### src/rtl/alu_ctl_stage.sv
// ALU-control decode stage at the ID/EX boundary: registered decode with stall/flush and
// multi-cycle shift sequencing. Optional illegal-opcode flag under ALU_CTL_ILLEGAL_EN.
//
// state  | meaning
// IDLE   | no live instruction in the stage
// ISSUE  | one live single-cycle instruction
// MULTI  | shift holding EX; cnt counts remaining busy cycles
module alu_ctl_stage #(
  parameter int OP_W      = 6,
  parameter int CTL_W     = 3,
  parameter int SHIFT_LAT = 2,
  parameter int NOP_CODE  = 7
) (
  input  logic             iClk_wire,
  input  logic             iReset_wire,
  input  logic [OP_W-1:0]  iOpcode_wire,
  input  logic             iValid_wire,
  input  logic             iStall_wire,
  input  logic             iFlush_wire,
  output logic             oReady_wire,
  output logic [CTL_W-1:0] oAluctl_reg,
  output logic             oValid_reg,
  output logic             oBusy_reg
`ifdef ALU_CTL_ILLEGAL_EN
  ,
  output logic             oIllegal_reg
`endif
);

  localparam logic [CTL_W-1:0] NOP_C    = CTL_W'(NOP_CODE);
  localparam int               CNT_W    = (SHIFT_LAT > 2) ? $clog2(SHIFT_LAT) : 1;
  localparam logic [CNT_W-1:0] CNT_LOAD = CNT_W'((SHIFT_LAT > 1) ? SHIFT_LAT - 1 : 0);

  typedef enum logic [1:0] {S_IDLE, S_ISSUE, S_MULTI} state_t;

  state_t           state_q, state_d;
  logic [CNT_W-1:0] cnt_q, cnt_d;
  logic [CTL_W-1:0] ctl_q, ctl_d, dec_ctl;
  logic             valid_q, valid_d;
  logic             busy_q, busy_d;
  logic             op_hi, is_shift, hold, accept;
  logic [5:0]       op6;

  assign op6 = iOpcode_wire[5:0];

  generate
    if (OP_W > 6) begin : g_op_hi
      assign op_hi = |iOpcode_wire[OP_W-1:6];
    end else begin : g_no_op_hi
      assign op_hi = 1'b0;
    end
  endgenerate

  // Opcode ranges are octal, matching the ISA tables.
  always_comb begin
    dec_ctl = NOP_C;
    if (!op_hi) begin
      if      (op6 <= 6'o05) dec_ctl = CTL_W'(0);
      else if (op6 <= 6'o11) dec_ctl = CTL_W'(1);
      else if (op6 <= 6'o15) dec_ctl = CTL_W'(3);
      else if (op6 <= 6'o21) dec_ctl = CTL_W'(2);
      else if (op6 <= 6'o25) dec_ctl = CTL_W'(5);
      else if (op6 == 6'o26) dec_ctl = CTL_W'(4);
      else if (op6 == 6'o27) dec_ctl = CTL_W'(6);
    end
  end

  assign is_shift    = !op_hi && ((op6 == 6'o26) || (op6 == 6'o27));
  assign hold        = (state_q == S_MULTI) && (cnt_q != '0);
  assign oReady_wire = !iStall_wire && !hold;
  assign accept      = iValid_wire && oReady_wire && !iFlush_wire;

`ifdef ALU_CTL_ILLEGAL_EN
  logic illegal_q, illegal_d;
  assign oIllegal_reg = illegal_q;
`endif

  always_comb begin
    state_d = state_q;
    cnt_d   = cnt_q;
    ctl_d   = ctl_q;
    valid_d = valid_q;
    busy_d  = busy_q;
`ifdef ALU_CTL_ILLEGAL_EN
    illegal_d = illegal_q;
`endif
    if (iFlush_wire) begin
      state_d = S_IDLE;
      cnt_d   = '0;
      ctl_d   = NOP_C;
      valid_d = 1'b0;
      busy_d  = 1'b0;
`ifdef ALU_CTL_ILLEGAL_EN
      illegal_d = 1'b0;
`endif
    end else if (iStall_wire) begin
      state_d = state_q;
    end else if (hold) begin
      cnt_d  = cnt_q - CNT_W'(1);
      busy_d = (cnt_q != CNT_W'(1));
    end else if (accept) begin
      ctl_d   = dec_ctl;
      valid_d = 1'b1;
`ifdef ALU_CTL_ILLEGAL_EN
      illegal_d = op_hi || (op6 > 6'o45);
`endif
      if (is_shift && (SHIFT_LAT > 1)) begin
        state_d = S_MULTI;
        cnt_d   = CNT_LOAD;
        busy_d  = 1'b1;
      end else begin
        state_d = S_ISSUE;
        cnt_d   = '0;
        busy_d  = 1'b0;
      end
    end else begin
      state_d = S_IDLE;
      cnt_d   = '0;
      ctl_d   = NOP_C;
      valid_d = 1'b0;
      busy_d  = 1'b0;
`ifdef ALU_CTL_ILLEGAL_EN
      illegal_d = 1'b0;
`endif
    end
  end

  always_ff @(posedge iClk_wire) begin
    if (iReset_wire) begin
      state_q <= S_IDLE;
      cnt_q   <= '0;
      ctl_q   <= NOP_C;
      valid_q <= 1'b0;
      busy_q  <= 1'b0;
`ifdef ALU_CTL_ILLEGAL_EN
      illegal_q <= 1'b0;
`endif
    end else begin
      state_q <= state_d;
      cnt_q   <= cnt_d;
      ctl_q   <= ctl_d;
      valid_q <= valid_d;
      busy_q  <= busy_d;
`ifdef ALU_CTL_ILLEGAL_EN
      illegal_q <= illegal_d;
`endif
    end
  end

  assign oAluctl_reg = ctl_q;
  assign oValid_reg  = valid_q;
  assign oBusy_reg   = busy_q;

endmodule

### config.mk
export PLATFORM = sky130hd
export DESIGN_NAME = alu_ctl_stage
export DESIGN_NICKNAME = d
export VERILOG_FILES = /design/src/rtl/alu_ctl_stage.sv
export SDC_FILE = /design/constraint.sdc
export NUM_CORES = 1
export LEC_CHECK = 0
export BUFFER_PORTS_ARGS = -buffer_cell sky130_fd_sc_hd__clkbuf_2
export CORE_AREA = 10 10 47 49
export CTS_CLUSTER_SIZE = 20
export DETAILED_ROUTE_END_ITERATION = 10
export DIE_AREA = 0 0 57 59
export HOLD_SLACK_MARGIN = 0.03
export PLACE_DENSITY = 0.6
export REMOVE_ABC_BUFFERS = 1
export SLEW_MARGIN = 0
export SYNTH_ARGS = -nofsm -noshare
export SYNTH_HDL_FRONTEND = slang
export SYNTH_SLANG_ARGS = --single-unit
### constraint.sdc
create_clock -name iClk_wire -period 1.4 [get_ports iClk_wire]
set_input_delay 0.14 -clock iClk_wire [delete_from_list [all_inputs] [get_ports iClk_wire]]
set_output_delay 0.14 -clock iClk_wire [all_outputs]
set_load 0.05 [all_outputs]
==> results.env <==
YS_SEQ_ELEMENTS=7
LAYOUT_CELL_SHARE_WITH_DRIVE_STRENGTH_BEYOND_1=0.410
TIMING.RR.END='state_q[1]'
GRT_START_MAX_NET_PINS=11
SYNTHESIS.YOSYS.WARNINGS=0
WORST_SETUP_PATH_STARTPOINT='state_q[0]'
CRITPATHKIND='reg2out'
ROUTABILITYCONGESTION=0.701
SYNTHESIS.AREA_UM2=355
ANTENNA_LEFT=0
CORE-AREA_MM2=0.00140
OVERFLOW=0
PATH_CLK_SLEW_PS=50
WORST-R2R-SETUP-SLACK_PS=130
FIN_CRIT_SH=0.944
AVGROUTEDWIREPERCELL_UM=11.1
DIE_W_UM=57
CTS-HTREE-LEVELS=1
CRIT_PATH_START_KIND='register'
GRT_ANTENNA_BEFORE_REPAIR=0
HOLD_BUFFERS=0
CTS-BUFFERS-INSERTED=3
ROUTED-VIA-COUNT=358
N_ANTENNA_CELL=0
LAYOUT_STAGE_AREA_GROWTH_OVER_THE_SYNTHESIS_RESULT_PCT=40.8
TRITONCTS='done'
DRT_FIRST_PASS_ITERS=2
CPPEAKSTAGEDELAY_PS=320
CLOCK_INSERTION_DELAY_WORST_SKEW_PS=250
WL_UM=856
DRT_FIRST_ITER_VIOLATIONS=11
FLOORPLAN.DIE_AREA_MM2=0.00336
DESIGN_POWER_TOTAL_uW=459
CRITICAL-PATH-SLOWEST-CELL='sky130_fd_sc_hd__dfxtp_1'
VIAS_PER_CELL=4.65
TIMING.CRITICAL_PATH.FANOUT_MAX=10
LAYOUT.CELLS.MOST_COMMON_LIST='15 x sky130_fd_sc_hd__clkbuf_2, 7 x sky130_fd_sc_hd__dfxtp_1, 5 x sky130_fd_sc_hd__nor2_1'
PLACE.PORT_BUFFERS=16
MAXCAPVIOLCOUNT=0
CTS-RESIZED-GATES=0
CTS-ROOT-TO-SINK-BUFFERS=2
CTS_SETUP_BUFFERS=0
CTS_ROOT_BUFFER='sky130_fd_sc_hd__clkbuf_4'
POSTLAYOUTCOREUTIL=0.357
WORST_EP_REQUIRED_TIME_PS=1260
MIN_CYCLE_TIME_LAYOUT_PS=1320
GRT_PASS1_VIAS=410
FINAL_ROUTED_DRC_VIOLATION_TOTAL=0
SYN-INSTANCE-COUNT=41
INITIAL_CORE_UTIL=0.254
WORSTREG2REGSTART='state_q[0]'
STATIC_LEAK_nW=0.207
FIRST_PASS_GRT_WIRE_LENGTH_MM=1.63
DESIGN.PORTCOUNT=17
RSZ0062_AT_GRT='false'
CP_NUM_BUF_INV=3
HP-CLASS='in2reg'
CRITPATHCAPTURE='oReady_wire'
R2R.WORST_PATH.CELLS=4
LARGEST_REGISTER_FFS=3
TOTAL_NUMBER_OF_NETS_IN_THE_FINAL_DESIGN=73
CP_CELL_SEQUENCE='inv_1, a31oi_1, buf_4, buf_12'
MAX_SLEW_MARGIN=0.812
GR-USAGE-ALL-LAYERS=0.0592
AVGSYNTHCELLAREA_UM2=8.67
PLACED_AREA_UM2=474
TIMING_HOLD_VIOLATIONS_FINAL=0
STD_CELL_ROWS=14
CRIT_PATH_DAT_PS=1180
WORST-PATH-STAGES=4
POWER-PER-CELL-AREA_mW_PER_MM2=917
DIE_H_UM=59
SYNTH_SEQ_AREA_SHARE=0.394
CTS_NUM_SINKS=7
WORSTMARGINPINSLEW_PS=283
FINISH.INSTANCE_AREA_UM2=500
DETAILEDPLACEMENTHPWL_UM=724
PATH_DELAY_FAMILY='buffers and inverters'
RUN_STATUS='complete, no violations'
FMAXACHIEVABLE_MHz=756
POWER.IR.VDD_WORST_mV=0.571
SLEW_VIOLATIONS=0
TIMING.FINAL.SETUP_VIOLATIONS=0
SKEW_PS=7.09
SETUP.WORST_PATH.END_CLASS='output pin'
POST_SYNTH_NUM_CELL_TYPES=24
LAYOUT_COMMONEST_CELL='sky130_fd_sc_hd__clkbuf_2'
[cells in the mapped netlist (all sizes together)]
master,instances,area [um2]
or4b,1,13.8
nand3,1,5.00
a41oi,1,8.76
and3,1,6.26
maj3,1,10.0
o31ai,1,7.51
or2,1,6.26
nand4,1,6.26
xor2,1,8.76
a21oi,2,17.5
a22oi,1,7.51
a31oi,3,18.8
inv,2,7.51
dfxtp,7,140
clkbuf,1,3.75
nor4,1,6.26
nand2,1,3.75
o21ai,2,10.0
nor3,3,15.0
buf,1,7.51
or2b,1,7.51
mux2i,1,10.0
a32oi,1,8.76
nor2,5,18.8
[cells by family after synthesis]
logic type | Yosys count | share of synthesized area
AO/OA/AOI/OAI | 11 | 0.222
XOR/XNOR | 1 | 0.0247
adder cells (fa/ha/maj) | 1 | 0.0282
buffers and inverters | 4 | 0.0528
flip-flops | 7 | 0.394
multiplexers | 1 | 0.0282
AND/OR/NAND/NOR | 16 | 0.250
[tightest hold or removal path, delay by kind of cell]
| family | cells | cell delay [ps] |
|---|---|---|
| muxes | 1 | 60 |
| buffers and inverters | 1 | 90 |
| and+or+nand+nor | 1 | 80 |
[worst min-delay path by stage]
stage	from	slack (ps)	cells past startpoint	end
after global routing	iStall_wire	180	3	cnt_q
final	iValid_wire	150	3	oValid_reg
after global placement	iValid_wire	400	3	oValid_reg
after detailed placement	iValid_wire	410	3	oValid_reg
after CTS	iValid_wire	150	3	oValid_reg
after floorplan	iStall_wire	280	2	state_q[0]
[area by class of cell]
class                   count  area (um2)
clock buffers               4        26.3
fillers                   170         901
inverters                   2        7.51
multi-input cells          30         196
flip-flops and latches      7         140
well taps                  16        20.0
repair buffers             18         110
[through the flow]
stage	hold slack [ps]	instances	TNS [ps]	setup WS [ps]
global route	180	77	0	8.71
finish	151	77	0	78.1
global placement	401	73	0	161
detailed placement	414	73	0	136
floorplan	277	39	-6030	-1090
CTS	154	77	0	78.2
[report_power, final]
| group | switching, mW | total, mW | leakage [nW] | internal (mW) |
|---|---|---|---|---|
| registers | 0.00118 | 0.203 | 0.0567 | 0.202 |
| logic | 0.0462 | 0.0787 | 0.135 | 0.0326 |
| clock network | 0.0684 | 0.177 | 0.0150 | 0.108 |
[metal layers]
layer | routed length, um | global-route usage | vias to the layer above
met5 | 0 | 0 | -
met4 | 0 | 0.0403 | 0
met3 | 32 | 0.0193 | 0
met2 | 359 | 0.0884 | 12
met1 | 465 | 0.0699 | 153
li1 | - | - | 193
(Power assumes the default switching activity.)
